**src/rtl/audio_sample_fifo_if.sv**
```systemverilog
// Frame-level bus between an audio producer/I2S serializer pair and the sample FIFO.
// Write side: a frame transfers on any rising clk edge where wr_valid && wr_ready; the
// producer holds wr_left/wr_right stable while wr_valid is high and wr_ready is low.
interface audio_sample_fifo_if #(
  parameter int WIDTH = 16
);
  logic             wr_valid;
  logic             wr_ready;
  logic [WIDTH-1:0] wr_left;
  logic [WIDTH-1:0] wr_right;
  logic             frame_req;
  logic             frame_ack;
  logic [WIDTH-1:0] left_out;
  logic [WIDTH-1:0] right_out;

  modport master (
    output wr_valid, wr_left, wr_right, frame_req,
    input  wr_ready, frame_ack, left_out, right_out
  );

  modport slave (
    input  wr_valid, wr_left, wr_right, frame_req,
    output wr_ready, frame_ack, left_out, right_out
  );
endinterface

```
**src/rtl/audio_sample_fifo.sv**
```systemverilog
// Stereo sample FIFO feeding an I2S serializer: primes to PRIME_LEVEL before playback,
// mutes while filling, and counts underruns when the serializer outpaces the producer.
module audio_sample_fifo #(
  parameter int WIDTH       = 16,
  parameter int DEPTH       = 16,
  parameter int PRIME_LEVEL = 8
) (
  input  logic                   clk,
  input  logic                   sys_rst_i,
  audio_sample_fifo_if.slave     bus,
  input  logic                   clear_underrun,
  output logic [$clog2(DEPTH):0] level,
  output logic                   playing,
  output logic [7:0]             underrun_count
);

  localparam int AW = $clog2(DEPTH);
  localparam int LW = AW + 1;
  localparam logic [LW-1:0] FULL_LVL  = LW'(DEPTH);
  localparam logic [LW-1:0] PRIME_LVL = LW'(PRIME_LEVEL);

  typedef enum logic {FILL = 1'b0, PLAY = 1'b1} state_t;

  state_t           state_q, state_d;
  logic [AW-1:0]    wr_ptr_q, wr_ptr_d;
  logic [AW-1:0]    rd_ptr_q, rd_ptr_d;
  logic [LW-1:0]    level_q, level_d;
  logic [WIDTH-1:0] left_q, left_d;
  logic [WIDTH-1:0] right_q, right_d;
  logic             ack_q, ack_d;
  logic             req_q;
  logic [7:0]       urun_q, urun_d;

  logic [WIDTH-1:0] mem_l [DEPTH];
  logic [WIDTH-1:0] mem_r [DEPTH];

  logic wr_ready;
  logic wr_fire;
  logic req_edge;
  logic pop;

  assign wr_ready = (level_q != FULL_LVL);
  assign wr_fire  = bus.wr_valid && wr_ready;
  // Only the first cycle of a frame_req pulse counts, however long it is held.
  assign req_edge = bus.frame_req && !req_q;

  always_comb begin
    state_d  = state_q;
    wr_ptr_d = wr_ptr_q;
    rd_ptr_d = rd_ptr_q;
    level_d  = level_q;
    left_d   = left_q;
    right_d  = right_q;
    ack_d    = 1'b0;
    urun_d   = urun_q;
    pop      = 1'b0;

    case (state_q)
      FILL: begin
        if (req_edge) begin
          left_d  = '0;
          right_d = '0;
          ack_d   = 1'b1;
        end
        if (level_q >= PRIME_LVL) state_d = PLAY;
      end
      PLAY: begin
        if (req_edge) begin
          ack_d = 1'b1;
          if (level_q != '0) begin
            pop     = 1'b1;
            left_d  = mem_l[rd_ptr_q];
            right_d = mem_r[rd_ptr_q];
          end else begin
            // Underrun: a write landing in this same cycle is still kept below.
            left_d  = '0;
            right_d = '0;
            state_d = FILL;
            if (urun_q != 8'hFF) urun_d = urun_q + 8'd1;
          end
        end
      end
      default: state_d = FILL;
    endcase

    if (wr_fire) wr_ptr_d = wr_ptr_q + AW'(1);
    if (pop)     rd_ptr_d = rd_ptr_q + AW'(1);

    case ({wr_fire, pop})
      2'b10:   level_d = level_q + LW'(1);
      2'b01:   level_d = level_q - LW'(1);
      default: level_d = level_q;
    endcase

    if (clear_underrun) urun_d = 8'd0;
  end

  always_ff @(posedge clk or posedge sys_rst_i) begin
    if (sys_rst_i) begin
      state_q  <= FILL;
      wr_ptr_q <= '0;
      rd_ptr_q <= '0;
      level_q  <= '0;
      left_q   <= '0;
      right_q  <= '0;
      ack_q    <= 1'b0;
      req_q    <= 1'b0;
      urun_q   <= 8'd0;
    end else begin
      state_q  <= state_d;
      wr_ptr_q <= wr_ptr_d;
      rd_ptr_q <= rd_ptr_d;
      level_q  <= level_d;
      left_q   <= left_d;
      right_q  <= right_d;
      ack_q    <= ack_d;
      req_q    <= bus.frame_req;
      urun_q   <= urun_d;
    end
  end

  // Storage needs no reset; occupancy is tracked entirely by the pointers and level.
  always_ff @(posedge clk) begin
    if (wr_fire && !sys_rst_i) begin
      mem_l[wr_ptr_q] <= bus.wr_left;
      mem_r[wr_ptr_q] <= bus.wr_right;
    end
  end

  assign bus.wr_ready  = wr_ready;
  assign bus.frame_ack = ack_q;
  assign bus.left_out  = left_q;
  assign bus.right_out = right_q;
  assign level          = level_q;
  assign playing        = (state_q == PLAY);
  assign underrun_count = urun_q;

endmodule

```
**src/flat_wrapper.sv**
```systemverilog
// flat-port wrapper written by rule: the top's interface ports become plain ports
module audio_sample_fifo_flat 
#(
  parameter int WIDTH       = 16,
  parameter int DEPTH       = 16,
  parameter int PRIME_LEVEL = 8
)
  (clk, sys_rst_i, clear_underrun, level, playing, underrun_count, bus_wr_valid, bus_wr_left, bus_wr_right, bus_frame_req, bus_wr_ready, bus_frame_ack, bus_left_out, bus_right_out);
  audio_sample_fifo_if #(.WIDTH(WIDTH)) bus_i ();
  input  logic clk;
  input  logic sys_rst_i;
  input  logic clear_underrun;
  output logic [$clog2(DEPTH):0] level;
  output logic playing;
  output logic [7:0] underrun_count;
  input wire logic [$bits(bus_i.wr_valid)-1:0] bus_wr_valid;
  input wire logic [$bits(bus_i.wr_left)-1:0] bus_wr_left;
  input wire logic [$bits(bus_i.wr_right)-1:0] bus_wr_right;
  input wire logic [$bits(bus_i.frame_req)-1:0] bus_frame_req;
  output wire logic [$bits(bus_i.wr_ready)-1:0] bus_wr_ready;
  output wire logic [$bits(bus_i.frame_ack)-1:0] bus_frame_ack;
  output wire logic [$bits(bus_i.left_out)-1:0] bus_left_out;
  output wire logic [$bits(bus_i.right_out)-1:0] bus_right_out;
  assign bus_i.wr_valid = bus_wr_valid;
  assign bus_i.wr_left = bus_wr_left;
  assign bus_i.wr_right = bus_wr_right;
  assign bus_i.frame_req = bus_frame_req;
  assign bus_wr_ready = bus_i.wr_ready;
  assign bus_frame_ack = bus_i.frame_ack;
  assign bus_left_out = bus_i.left_out;
  assign bus_right_out = bus_i.right_out;
  audio_sample_fifo #(.WIDTH(WIDTH), .DEPTH(DEPTH), .PRIME_LEVEL(PRIME_LEVEL)) u_core (.clk(clk), .sys_rst_i(sys_rst_i), .bus(bus_i), .clear_underrun(clear_underrun), .level(level), .playing(playing), .underrun_count(underrun_count));
endmodule
```
**config.mk**
```make
export PLATFORM = sky130hd
export DESIGN_NAME = audio_sample_fifo_flat
export DESIGN_NICKNAME = d
export VERILOG_FILES = /design/src/rtl/audio_sample_fifo_if.sv /design/src/rtl/audio_sample_fifo.sv /design/src/flat_wrapper.sv
export SDC_FILE = /design/constraint.sdc
export NUM_CORES = 1
export LEC_CHECK = 0
export CELL_PAD_IN_SITES_DETAIL_PLACEMENT = 0
export CELL_PAD_IN_SITES_GLOBAL_PLACEMENT = 1
export CORE_MARGIN = 10
export CORE_UTILIZATION = 50
export CTS_BUF_LIST = sky130_fd_sc_hd__clkbuf_8
export DETAILED_ROUTE_END_ITERATION = 6
export GPL_TIMING_DRIVEN = 0
export HOLD_SLACK_MARGIN = 0.12
export PLACE_DENSITY = 0.78
export SYNTH_ARGS = -nofsm -noshare
export SYNTH_HDL_FRONTEND = slang
export SYNTH_SLANG_ARGS = --single-unit
```
**constraint.sdc**
```tcl
create_clock -name clk -period 3.52 [get_ports clk]
set_input_delay 0.704 -clock clk [delete_from_list [all_inputs] [get_ports clk]]
set_output_delay 0.704 -clock clk [all_outputs]
set_load 0.05 [all_outputs]
```
# --- Yosys cells after proc, flatten, opt, wreduce, memory -nomap -nowiden ---
# Memory sizes are Yosys's and may differ from the RTL's.
# Cells that the tools add are included.
totals:
  register_bits: 56
  ramBits: 512
  output_inout_bits: 48
  word_cells: 59
  memories: 2
op_classes:
  addsub: 5
  order_cmp: 1
  n_eq_ne: 7
  muxes: 22
  n_bitwise: 1
  reduce_logical: 12
memory_table:
  columns: ["name", "depth", "word_bits", "rd", "rd_clocked_by_memory_dff", "write_ports", "line", "rtl"]
  rows:
  - ["u_core.mem_l", 16, 16, 1, 0, 1, "audio_sample_fifo.sv:34", "logic [WIDTH-1:0] mem_l [DEPTH];"]
  - ["u_core.mem_r", 16, 16, 1, 0, 1, "audio_sample_fifo.sv:35", "logic [WIDTH-1:0] mem_r [DEPTH];"]
op_table:
  columns: ["operator", "n"]
  rows:
  - ["$mux 16", 5]
  - ["$pmux 16 s2", 2]
  - ["$mux 8", 5]
  - ["$pmux 5 s2", 1]
  - ["$add 4x1->4 const B", 2]
  - ["$add 8x1->8 const B", 1]
  - ["$mux 1", 8]
  - ["$ne 8x8->1 const B", 1]
  - ["$reduce_bool 2->1", 4]
  - ["$add 5x1->5 const B", 1]
  - ["$ge 5x4->1 const B", 1]
  - ["$ne 5x5->1 const B", 1]
  - ["$reduce_bool 5->1", 1]
  - ["$sub 5x1->5 const B", 1]
  - ["$ne 2x2->1 const B", 2]
  - ["$reduce_and 4->1", 1]
  - ["$logic_and 1x1->1", 3]
  - ["$eq 2x1->1 const B", 1]
  - ["$eq 2x2->1 const B", 1]
  - ["$logic_not 1->1", 2]
  - ["$ne 2x1->1 const B", 1]
  - ["$pmux 1 s2", 1]
  - ["$reduce_and 2->1", 1]
  - ["$not 1->1", 1]

# --- Logic depth before layout (Yosys ltp) ---
# Gate-level depths: netlist of the first run.
logic_depth:
  word_depth: 6
  ltp_mapped: 13
  mapped_depth_nobuf: 12

# --- Worst setup path before layout of the first run ---
# Ideal clock, no wire load.
synth_timing:
  path_type: "input-to-reg"
  start: "input port sys_rst_i"
  end: "memory u_core.mem_l[12][0] (enable)"
  t_arrival_ns: 3.647
  required_ns: 3.099
  setup_slack_ns: -0.548
  cell_stages: 3
  cell_sequence: "inv_1 nand3_1 nor2_1"
synth_via:
  elab_chain_cells: 4
synth_rtl:
  columns: ["item", "line", "rtl"]
  rows:
  - ["start: declaration", "flat_wrapper.sv:11", "input logic sys_rst_i;"]
  - ["$logic_not 1->1 (no line)", null, null]
  - ["$logic_and 1x1->1", "audio_sample_fifo.sv:124", "if (wr_fire && !sys_rst_i) begin"]
  - ["$mux 1", "audio_sample_fifo.sv:124", null]
  - ["$mux 1 (not written as such)", "audio_sample_fifo.sv:125", "mem_l[wr_ptr_q] <= bus.wr_left;"]
  - ["end: declaration", "audio_sample_fifo.sv:34", null]
# Every way passes these cells.

# --- Worst setup path in the final report of the first run ---
layout_timing:
  start: "input port bus_frame_req"
  end: "register u_core.level_q[4] (netlist: u_core.level[4])"
layout_via:
  elab_chain_cells: 5
  word_cells_on_any_way: 7
layout_rtl:
  columns: ["item", "line", "rtl"]
  rows:
  - ["start: declaration", "flat_wrapper.sv:19", "input wire logic [$bits(bus_i.frame_req)-1:0] bus_frame_req;"]
  - ["$logic_and 1x1->1 *", "audio_sample_fifo.sv:45", "assign req_edge = bus.frame_req && !req_q;"]
  - ["$mux 1 *", "audio_sample_fifo.sv:68", "if (req_edge) begin"]
  - ["$mux 1 *", "audio_sample_fifo.sv:58", "case (state_q)"]
  - ["net u_core.pop", "audio_sample_fifo.sv:40", "logic pop;"]
  - ["$eq 2x1->1 or $eq 2x2->1 (tied branches)", "audio_sample_fifo.sv:89", "case ({wr_fire, pop})"]
  - ["$pmux 5 s2 or $reduce_bool 2->1 (tied branches)", null, null]
  - ["end signal: assignment", "audio_sample_fifo.sv:113", "level_q <= level_d;"]
  - ["end: declaration", "audio_sample_fifo.sv:27", "logic [LW-1:0] level_q, level_d;"]
# Mark *: on every way through the listed nets, which the timed path passes. The rest lies on a longest branch.
# A chain may end at the register's enable or synchronous reset.

==> results.toml, run 1 <==
[detailed_routing]
drt-initial-drc-count = 833
viasPerCell = 5.73
postRouteAntennaNets = 0
tritonroute_pass_1_iters = 5
detailroute.via_count = 10594
route.detailed.wl_per_inst_um = 25.2
detail_route.wirelength_um = 46600
drcViolationCount = 0

[grt]
grt_overflow = 0
antenna_found_initial = 1
track_usage_pct = 18.0
wire_length_of_the_first_global_routing_pass_um = 70300
grt_start_max_net_pins = 25
number_of_global_route_vias_before_repair = 11243

[synth]
postSynthAreaPerCell_sq_um = 21.8
yosysTopAreaCell = "sky130_fd_sc_hd__edfxtp_1"
asyncSetResetFlopFracSynth_pct = 9.86
synth_seq_cells = 568
synth_top_cells_by_area = "sky130_fd_sc_hd__edfxtp_1, sky130_fd_sc_hd__mux4_2, sky130_fd_sc_hd__dfrtp_1"
synth.top_cells.by_count = "sky130_fd_sc_hd__edfxtp_1, sky130_fd_sc_hd__mux4_2, sky130_fd_sc_hd__mux2i_1"
netlist-cell-type-count = 40
synth_net_count = 1043
ys_seq_area_share_pct = 77.3
synth-main-ff-cell = "sky130_fd_sc_hd__edfxtp_1"
yosys_warnings = 0
synth.top_cell.area_share_pct = 70.9
synth.most_common_cell = "sky130_fd_sc_hd__edfxtp_1"
synth.cell_area_sq_um = 21700
synth_edf_count = 512
syn_inst = 995

[floorplanning]
core_area_sq_um = 43000
fp.dieW_um = 228
std_cell_rows = 76
initial_core_utilization_pct = 50.5
die_area_sq_um = 52100
floorplan.die.height_um = 228
ios = 85

[sta]
setup_viol_count_final = 0
grt_setup_unrepaired = "false"
clock.fmax_mhz = 311
max-slew-margin-rel_pct = 23.4
transition_time_of_the_tightest_slew_check_pin_ps = 1150
endpoints_failing_hold = 0
slew_viol_final = 0
timing.clock.skew_ps = 27.7
timing.final.crit_period_ps = 3210
fin_crit_sh_pct = 91.3

[worst_setup_path]
critical_path_buf_inv_count = 2
timing.critical_path.slowest_cell_delay_ps = 530
worstSetupEndpointType = "flop"
startpoint_type = "input port"
critPathKind = "in -> reg"
critPathTopFamily = "simple AND/OR/NAND/NOR gates"
critical_path_peak_fanout = 5
critical_path.cell_chain = "clkdlybuf4s50_1 -> nand3b_1 -> nor2_1 -> ha_1 -> inv_1 -> fa_1 -> nor2b_1 -> o21ai_0 -> nand3_1 -> or3b_2 -> xnor2_1"
crit_required_ps = 4020
timing.critical_path.slowest_stage_cell = "sky130_fd_sc_hd__clkdlybuf4s50_1"
cp.arrival_ps = 3710

[place]
gpl.final_weighted_congestion = 0.713
detailed_place_hpwl_um = 30000
detailed_place.area_sq_um = 23800
port_buffers = 83

[pwr]
intPower_mw = 13.2
leakage_nw = 8.57
power.share.sequential_pct = 43.0
p_sw_share_pct = 31.4
vdd_ir_drop_max_mv = 0.357
switchingPower_mw = 6.03
power_frac_clock_pct = 27.3
post-layout-total-power_mw = 19.2
combPwrFrac_pct = 29.7
power_density_nw_per_um2 = 752

[cts]
clkSinkCount = 568
post_cts_hold_buffer_count = 0
postCtsSetupBuffers = 0
cts.reportedPaths.clkPinSlew_ps = 60
cts_buffers = 90
cts-root-buf = "sky130_fd_sc_hd__clkbuf_8"
cts_tree = "yes"
ctsHtreeMaxLevel = 3
clock_latency_late_sink_ps = 640
clk_path_buf_depth = 3
cts_repair_resize_count = 0

[cells_and_area]
stdcell_area_sq_um = 25500
layout-drive-gt1-share_pct = 24.9
fin_nets = 1236
syn2layout_area_growth_pct = 17.6
fillCellCount = 3074

[hold_path]
min_path_type = "in -> reg"

[flow_run]
maxCapViolCount = 0

[outcome]
outcome = "finished clean"
[final timing paths]
check | end | depth (start not counted) | slack [ps] | start
setup / recovery | u_core.level[4] | 11 | 310 | bus_frame_req
hold / removal | u_core.underrun_count[0] | 2 | 440 | clear_underrun
setup reg to reg | u_core.level[4] | 10 | 390 | u_core.level[0]
hold reg to reg | u_core.bus.left_out[13] | 2 | 480 | u_core.bus.left_out[13]
max in group asynchronous | u_core.bus.left_out[0] | 3 | 2480 | sys_rst_i
min in group asynchronous | u_core.bus.right_out[9] | 2 | 520 | sys_rst_i
[layout make-up]
| class | instances | area [sq um] | share of cell area [%] |
|---|---|---|---|
| timing repair buffer | 101 | 1250 | 4.90 |
| tap | 585 | 732 | 2.87 |
| sequential | 568 | 16800 | 65.7 |
| buffer | 52 | 245 | 0.961 |
| clock inverter | 61 | 272 | 1.06 |
| inverter | 9 | 37.5 | 0.147 |
| multi-input combinational | 366 | 4760 | 18.7 |
| antenna | 1 | 2.50 | 0.00980 |
| clock buffer | 105 | 1450 | 5.66 |
[state kept, by name, indices dropped and copies added (netlist names)]
| register | count |
|---|---|
| u_core.req_q | 1 |
| u_core.mem_l | 256 |
| u_core.playing | 1 |
| u_core.wr_ptr_q | 4 |
| u_core.level | 5 |
| u_core.mem_r | 256 |
| u_core.bus.frame_ack | 1 |
| u_core.rd_ptr_q | 4 |
| u_core.bus.left_out | 16 |
| u_core.underrun_count | 8 |
| u_core.bus.right_out | 16 |
[cells by family after synthesis]
kind of cell	synth area share [%]
adders and majority gates	0.669
buffers and inverters	1.29
muxes	16.3
and+or+nand+nor	2.26
AOI/OAI and AO/OA	1.57
DFF	77.3
xor gates and xnor gates	0.565
[power groups by stage]
stage	Clock, mW	Combinational, mW	Sequential, mW
global placement	0	5.56	8.40
detailed placement	0	5.79	8.39
CTS	5.34	5.80	8.26
global route	5.66	6.09	8.30
floorplan	0	3.27	8.99
finish	5.23	5.71	8.26
[layer usage]
| layer | vias up | GRT usage [%] | wire length [um] |
|---|---|---|---|
| met5 | - | 0 | 0 |
| met4 | 0 | 5.56 | 776 |
| met3 | 65 | 3.80 | 3150 |
| met2 | 392 | 29.5 | 23400 |
| met1 | 5603 | 23.8 | 19300 |
| li1 | 4534 | - | - |
[worst reg2reg max path, stage by stage (launching register included)]
cell and delay, ps:
sky130_fd_sc_hd__dfrtp_1 440, sky130_fd_sc_hd__or4_4 600, sky130_fd_sc_hd__nor2_2 130, sky130_fd_sc_hd__nor2_1 160, sky130_fd_sc_hd__ha_1 300, sky130_fd_sc_hd__ha_1 330, sky130_fd_sc_hd__nor2b_1 140, sky130_fd_sc_hd__o21ai_0 210
sky130_fd_sc_hd__a21oi_1 100, sky130_fd_sc_hd__or3b_2 460, sky130_fd_sc_hd__xnor2_1 130
[layout by cell type (no fill, tap or decap), drive strengths merged, types with 2 or more instances in the layout]
| cell type | instances |
|---|---|
| xnor2 | 7 |
| xor2 | 7 |
| a21oi | 4 |
| nor2 | 26 |
| o221ai | 32 |
| inv | 49 |
| and4 | 2 |
| mux2i | 65 |
| and3 | 2 |
| nand4 | 6 |
| ha | 10 |
| o21ai | 5 |
| mux4 | 128 |
| edfxtp | 512 |
| clkbuf | 124 |
| clkinv | 19 |
| dfrtp | 56 |
| or3 | 2 |
| nand3 | 5 |
| nor3 | 4 |
| buf | 51 |
| and2 | 3 |
| clkdlybuf4s50 | 83 |
| nand2 | 47 |
[through the flow]
step	instances	util, %	hold WS, ps	worst slack (ps)	setup TNS, ps
2_1_floorplan	995	-	500	-124	-33530
3_3_place_gp	1663	54.2	473	-1650	-735500
3_5_place_dp	1681	55.4	476	-336	-336
4_1_cts	1847	59.4	407	326	0
5_1_grt	1848	59.4	440	156	0
6_report	1848	59.4	435	307	0
No activity file was read; power rests on OpenSTA's default activity.
==> inputs of run 2 (changes only) <==
--- a/config.mk
+++ b/config.mk
@@ -5,6 +5,7 @@
 export SDC_FILE = /design/constraint.sdc
 export NUM_CORES = 1
 export LEC_CHECK = 0
+export CAP_MARGIN = 20
 export CELL_PAD_IN_SITES_DETAIL_PLACEMENT = 0
 export CELL_PAD_IN_SITES_GLOBAL_PLACEMENT = 1
 export CORE_MARGIN = 10
==> run 2 against run 1 <==
Effect of this change: clock skew did not move; final area did not move; sequential share of layout area did not move; cell count did not move; first-iteration DRC count did not move; via count did not move.
==> results.toml, run 2 (synthesis gave the netlist of run 1 again) <==
[detailed_routing]
detail_route.wirelength_um = 46600
detailroute.via_count = 10594
drcViolationCount = 0
drt-initial-drc-count = 833
tritonroute_pass_1_iters = 5
route.detailed.wl_per_inst_um = 25.2
postRouteAntennaNets = 0
viasPerCell = 5.73

[sta]
max-slew-margin-rel_pct = 23.4
setup_viol_count_final = 0
fin_crit_sh_pct = 91.3
timing.clock.skew_ps = 27.7
timing.setup.tns_ps = 0
timing.final.crit_period_ps = 3210
endpoints_failing_hold = 0
clock.fmax_mhz = 311
transition_time_of_the_tightest_slew_check_pin_ps = 1150
slew_viol_final = 0
grt_setup_unrepaired = "false"
hold_ws_ps = 435

[grt]
track_usage_pct = 18.0
wire_length_of_the_first_global_routing_pass_um = 70300
grt_start_max_net_pins = 25
antenna_found_initial = 1
number_of_global_route_vias_before_repair = 11243
grt_overflow = 0

[worst_setup_path]
critical_path.cell_chain = "clkdlybuf4s50_1 -> nand3b_1 -> nor2_1 -> ha_1 -> inv_1 -> fa_1 -> nor2b_1 -> o21ai_0 -> nand3_1 -> or3b_2 -> xnor2_1"
reg_to_reg_start = "u_core.level[0]"
startpoint_type = "input port"
critPathLaunch = "bus_frame_req"
critPathKind = "in -> reg"
crit_required_ps = 4020
critical_path_peak_fanout = 5
timing.critical_path.slowest_stage_cell = "sky130_fd_sc_hd__clkdlybuf4s50_1"
worstSetupEndpointType = "flop"
cp.arrival_ps = 3710
timing.critical_path.slowest_cell_delay_ps = 530

[cells_and_area]
most_common_cell_after_layout_fill_and_taps_aside = "sky130_fd_sc_hd__edfxtp_1"
ff_latch_area_sq_um = 16800
mostFrequentLayoutCells = "sky130_fd_sc_hd__edfxtp_1, sky130_fd_sc_hd__mux4_2, sky130_fd_sc_hd__clkbuf_8, sky130_fd_sc_hd__clkdlybuf4s50_1, sky130_fd_sc_hd__mux2i_1"
largest_registers = "u_core.mem_l (256), u_core.mem_r (256)"
instances_no_fill = 1848
syn2layout_area_growth_pct = 17.6
utilization_pct = 59.4
fin_nets = 1236
layout-drive-gt1-share_pct = 24.9
fillCellCount = 3074
multi_input_comb_area_sq_um = 4760

[cts]
ctsHtreeMaxLevel = 3
cts_buffers = 90
postCtsSetupBuffers = 0
cts_repair_resize_count = 0
clock_latency_late_sink_ps = 640
clkSinkCount = 568
post_cts_hold_buffer_count = 0
cts.reportedPaths.clkPinSlew_ps = 60
clk_path_buf_depth = 3
cts_tree = "yes"
cts-root-buf = "sky130_fd_sc_hd__clkbuf_8"

[hold_path]
min_path_type = "in -> reg"
timing.hold.worst.start = "clear_underrun"

[floorplanning]
std_cell_rows = 76
floorplan.die.height_um = 228
ios = 85
die_area_sq_um = 52100
initial_core_utilization_pct = 50.5
core_area_sq_um = 43000
fp.dieW_um = 228

[place]
gpl.final_weighted_congestion = 0.713
port_buffers = 83
detailed_place_hpwl_um = 30000
placed_cells = 1681

[flow_run]
maxCapViolCount = 0

[pwr]
leakage_nw = 8.57
power_density_nw_per_um2 = 752
vdd_ir_drop_max_mv = 0.357

[outcome]
outcome = "finished clean"
-- run 2: cell counts in the layout (fill, tap and decap cells not counted) --
No cell type changed its count.
-- run 2: where the power goes --
part	internal [mW]	total (mW)	switching, mW	leakage, nW
registers	7.95	8.26	0.309	5.32
clock network	2.78	5.23	2.45	1.03
logic	2.44	5.71	3.27	2.23
total	13.2	19.2	6.03	8.57
-- run 2: critical path: cells and delay by family --
kind	cells	cell delay, ps
and+or+nand+nor	5	1380
adders and majority gates	2	740
buffers and inverters	2	630
xor gates and xnor gates	1	130
AOI/OAI and AO/OA	1	100
-- run 2: layer usage --
| metal | wire length (um) | share of wire (%) | GRT usage [%] | vias up |
|---|---|---|---|---|
| li1 | - | - | - | 4534 |
| met5 | 0 | 0 | 0 | - |
| met2 | 23400 | 50 | 29.5 | 392 |
| met4 | 776 | 1.7 | 5.56 | 0 |
| met3 | 3150 | 6.8 | 3.80 | 65 |
| met1 | 19300 | 41 | 23.8 | 5603 |
-- run 2: through the flow --
stage	total power, mW	cell area [sq um]	worst slack, ps
3_5_place_dp	14.2	23800	-336
4_1_cts	19.4	25500	326
3_3_place_gp	14.0	23300	-1650
6_report	19.2	25500	307
2_1_floorplan	12.3	21700	-124
5_1_grt	20.1	25500	156
-- run 2: worst paths after layout --
kind,endpoint,slack (ps),depth (start not counted)
max,u_core.level[4],310,11
min,u_core.underrun_count[0],440,2
max reg2reg,u_core.level[4],390,10
min reg2reg,u_core.bus.left_out[13],480,2
max in group asynchronous,u_core.bus.left_out[0],2480,3
min in group asynchronous,u_core.bus.right_out[9],520,2
-- run 2: final cells by class --
cell class,instances,area share [%]
sequential,568,65.7
inverter,9,0.147
clock inverter,61,1.06
timing repair buffer,101,4.90
buffer,52,0.961
antenna,1,0.00980
tap,585,2.87
clock buffer,105,5.66
multi-input combinational,366,18.7
==> inputs of run 3 (changes only) <==
==> constraint.sdc (replaced) <==
create_clock -name clk -period 3.52 [get_ports clk]
set_input_delay 0.352 -clock clk [delete_from_list [all_inputs] [get_ports clk]]
set_output_delay 0.352 -clock clk [all_outputs]
set_load 0.05 [all_outputs]
==> run 3 against run 2 <==
Effect of this change: highest routed layer is now met5; first-iteration DRC count increased by 4.3%; via count decreased by 1.4%; combinational power hardly changed; sequential power about the same; final area barely moved; cell count decreased by 0.11%; sequential share of layout area hardly changed; clock power about the same; register-to-register slack got worse by 40 ps; hold slack got worse by 250 ps; wire length is 2.0% lower.
==> results.toml, run 3 (synthesis gave the netlist of run 1 again) <==
[detailed_routing]
detail_route.wirelength_um = 45700
drt-initial-drc-count = 869
viasPerCell = 5.66
route.detailed.wl_per_inst_um = 24.7
tritonroute_pass_1_iters = 5
detailroute.via_count = 10443
postRouteAntennaNets = 0
drcViolationCount = 0

[outcome]
outcome = "finished clean"

[place]
placement.setup.worst_slack_ps = 6.41
detailed_place.area_sq_um = 23800
detailed_place_hpwl_um = 29400
port_buffers = 83
placed_cells = 1680
gpl.final_weighted_congestion = 0.730

[worst_setup_path]
startpoint_type = "flop"
crit_required_ps = 4020
critical_path_buf_inv_count = 0
critical-path-top-cell-by-count = "sky130_fd_sc_hd__ha_1"
critPathTopFamily = "simple AND/OR/NAND/NOR gates"
critical_path.cell_chain = "or4_4 -> nor2_2 -> nor2_1 -> ha_1 -> ha_1 -> nor2b_1 -> o21ai_0 -> a21oi_1 -> or3b_2 -> xnor2_1"
timing.critical_path.slowest_cell_delay_ps = 600
timing.critical_path.slowest_stage_cell = "sky130_fd_sc_hd__or4_4"
critical_path_peak_fanout = 6
cp.arrival_ps = 3680
worstSetupEndpointType = "flop"
critPathKind = "reg -> reg"

[floorplanning]
initial_core_utilization_pct = 50.5
std_cell_rows = 76
fp.dieW_um = 228
core_area_sq_um = 43000
floorplan.die.height_um = 228
die_area_sq_um = 52100
ios = 85

[cells_and_area]
instances_no_fill = 1846
ff_latch_area_sq_um = 16800
multi_input_comb_area_sq_um = 4770
fin_nets = 1235
mostFrequentLayoutCells = "sky130_fd_sc_hd__edfxtp_1, sky130_fd_sc_hd__mux4_2, sky130_fd_sc_hd__clkbuf_8, sky130_fd_sc_hd__clkdlybuf4s50_1, sky130_fd_sc_hd__mux2i_1"
fillCellCount = 3136
largest_registers = "u_core.mem_l (256), u_core.mem_r (256)"
layout-drive-gt1-share_pct = 25.6
syn2layout_area_growth_pct = 17.6
antenna_diode_count = 0
stdcell_area_sq_um = 25500
most_common_cell_after_layout_fill_and_taps_aside = "sky130_fd_sc_hd__edfxtp_1"

[hold_path]
min_path_type = "in -> async"

[grt]
antenna_found_initial = 1
wire_length_of_the_first_global_routing_pass_um = 69100
grt_overflow = 0
track_usage_pct = 17.6
grt_start_max_net_pins = 32
number_of_global_route_vias_before_repair = 11032

[cts]
cts-root-buf = "sky130_fd_sc_hd__clkbuf_8"
clk_path_buf_depth = 3
clkSinkCount = 568
ctsHtreeMaxLevel = 3
cts.reportedPaths.clkPinSlew_ps = 60
cts_buffers = 89
clock_latency_late_sink_ps = 640
postCtsSetupBuffers = 0
cts_tree = "yes"

[sta]
slew_viol_final = 0
endpoints_failing_hold = 0
timing.clock.skew_ps = 24.2
transition_time_of_the_tightest_slew_check_pin_ps = 1140
timing.setup.tns_ps = 0
post-route-worst-setup-slack_ps = 346
timing.final.crit_period_ps = 3170
clock.fmax_mhz = 315
grt_setup_unrepaired = "false"
max-slew-margin-rel_pct = 24.1
setup_viol_count_final = 0
fin_crit_sh_pct = 90.2

[pwr]
leakage_nw = 8.54
vdd_ir_drop_max_mv = 0.448
power_density_nw_per_um2 = 751

[flow_run]
maxCapViolCount = 0
[run 3: final cells by class]
type / instances / area share [%]
Tap cell: 585 / 2.87
Inverter: 9 / 0.142
Clock buffer: 100 / 5.39
Timing Repair Buffer: 101 / 4.86
Buffer: 52 / 0.961
Multi-Input combinational cell: 366 / 18.7
Sequential cell: 568 / 65.8
Clock inverter: 65 / 1.32
[run 3: per-stage QoR]
step / total power [mW] / utilization (%) / hold WS, ps
2_1_floorplan: 12.3 / - / 383
3_3_place_gp: 14.0 / 54.2 / 475
3_5_place_dp: 14.2 / 55.3 / 476
4_1_cts: 19.4 / 59.3 / 156
5_1_grt: 20.1 / 59.4 / 204
6_report: 19.2 / 59.4 / 181
[run 3: repair_timing]
action / in CTS / in global routing
resized for setup: 0 / 1
hold buffers: 1 / 0
endpoints found under the setup margin: 0 / 1
endpoints found under the hold margin: 8 / 0
[run 3: metal layers]
layer	GRT usage, %	part of all wire, %	routed length (um)	vias up
li1	-	-	-	4527
met1	24.5	42	19400	5448
met2	28.0	49	22400	397
met3	3.76	6.6	3030	69
met4	4.60	1.7	798	2
met5	0	0.015	7	-
[run 3: power breakdown]
part | internal (mW) | total (mW) | leakage (nW) | switching, mW
clock network | 2.71 | 5.24 | 0.997 | 2.53
logic | 2.43 | 5.68 | 2.23 | 3.25
registers | 7.94 | 8.25 | 5.32 | 0.306
total | 13.1 | 19.2 | 8.54 | 6.08
[run 3: worst paths after layout]
| kind | depth (start not counted) | slack, ps | to | from |
|---|---|---|---|---|
| worst max-delay path | 10 | 350 | u_core.level[4] | u_core.level[0] |
| worst min-delay path | 2 | 180 | u_core.wr_ptr_q[3] | sys_rst_i |
| worst max register to register | 10 | 350 | u_core.level[4] | u_core.level[0] |
| worst min register to register | 2 | 480 | u_core.bus.left_out[11] | u_core.bus.left_out[11] |
| max in group asynchronous | 3 | 2780 | u_core.bus.left_out[0] | sys_rst_i |
| min in group clk | 1 | 260 | u_core.req_q | bus_frame_req |
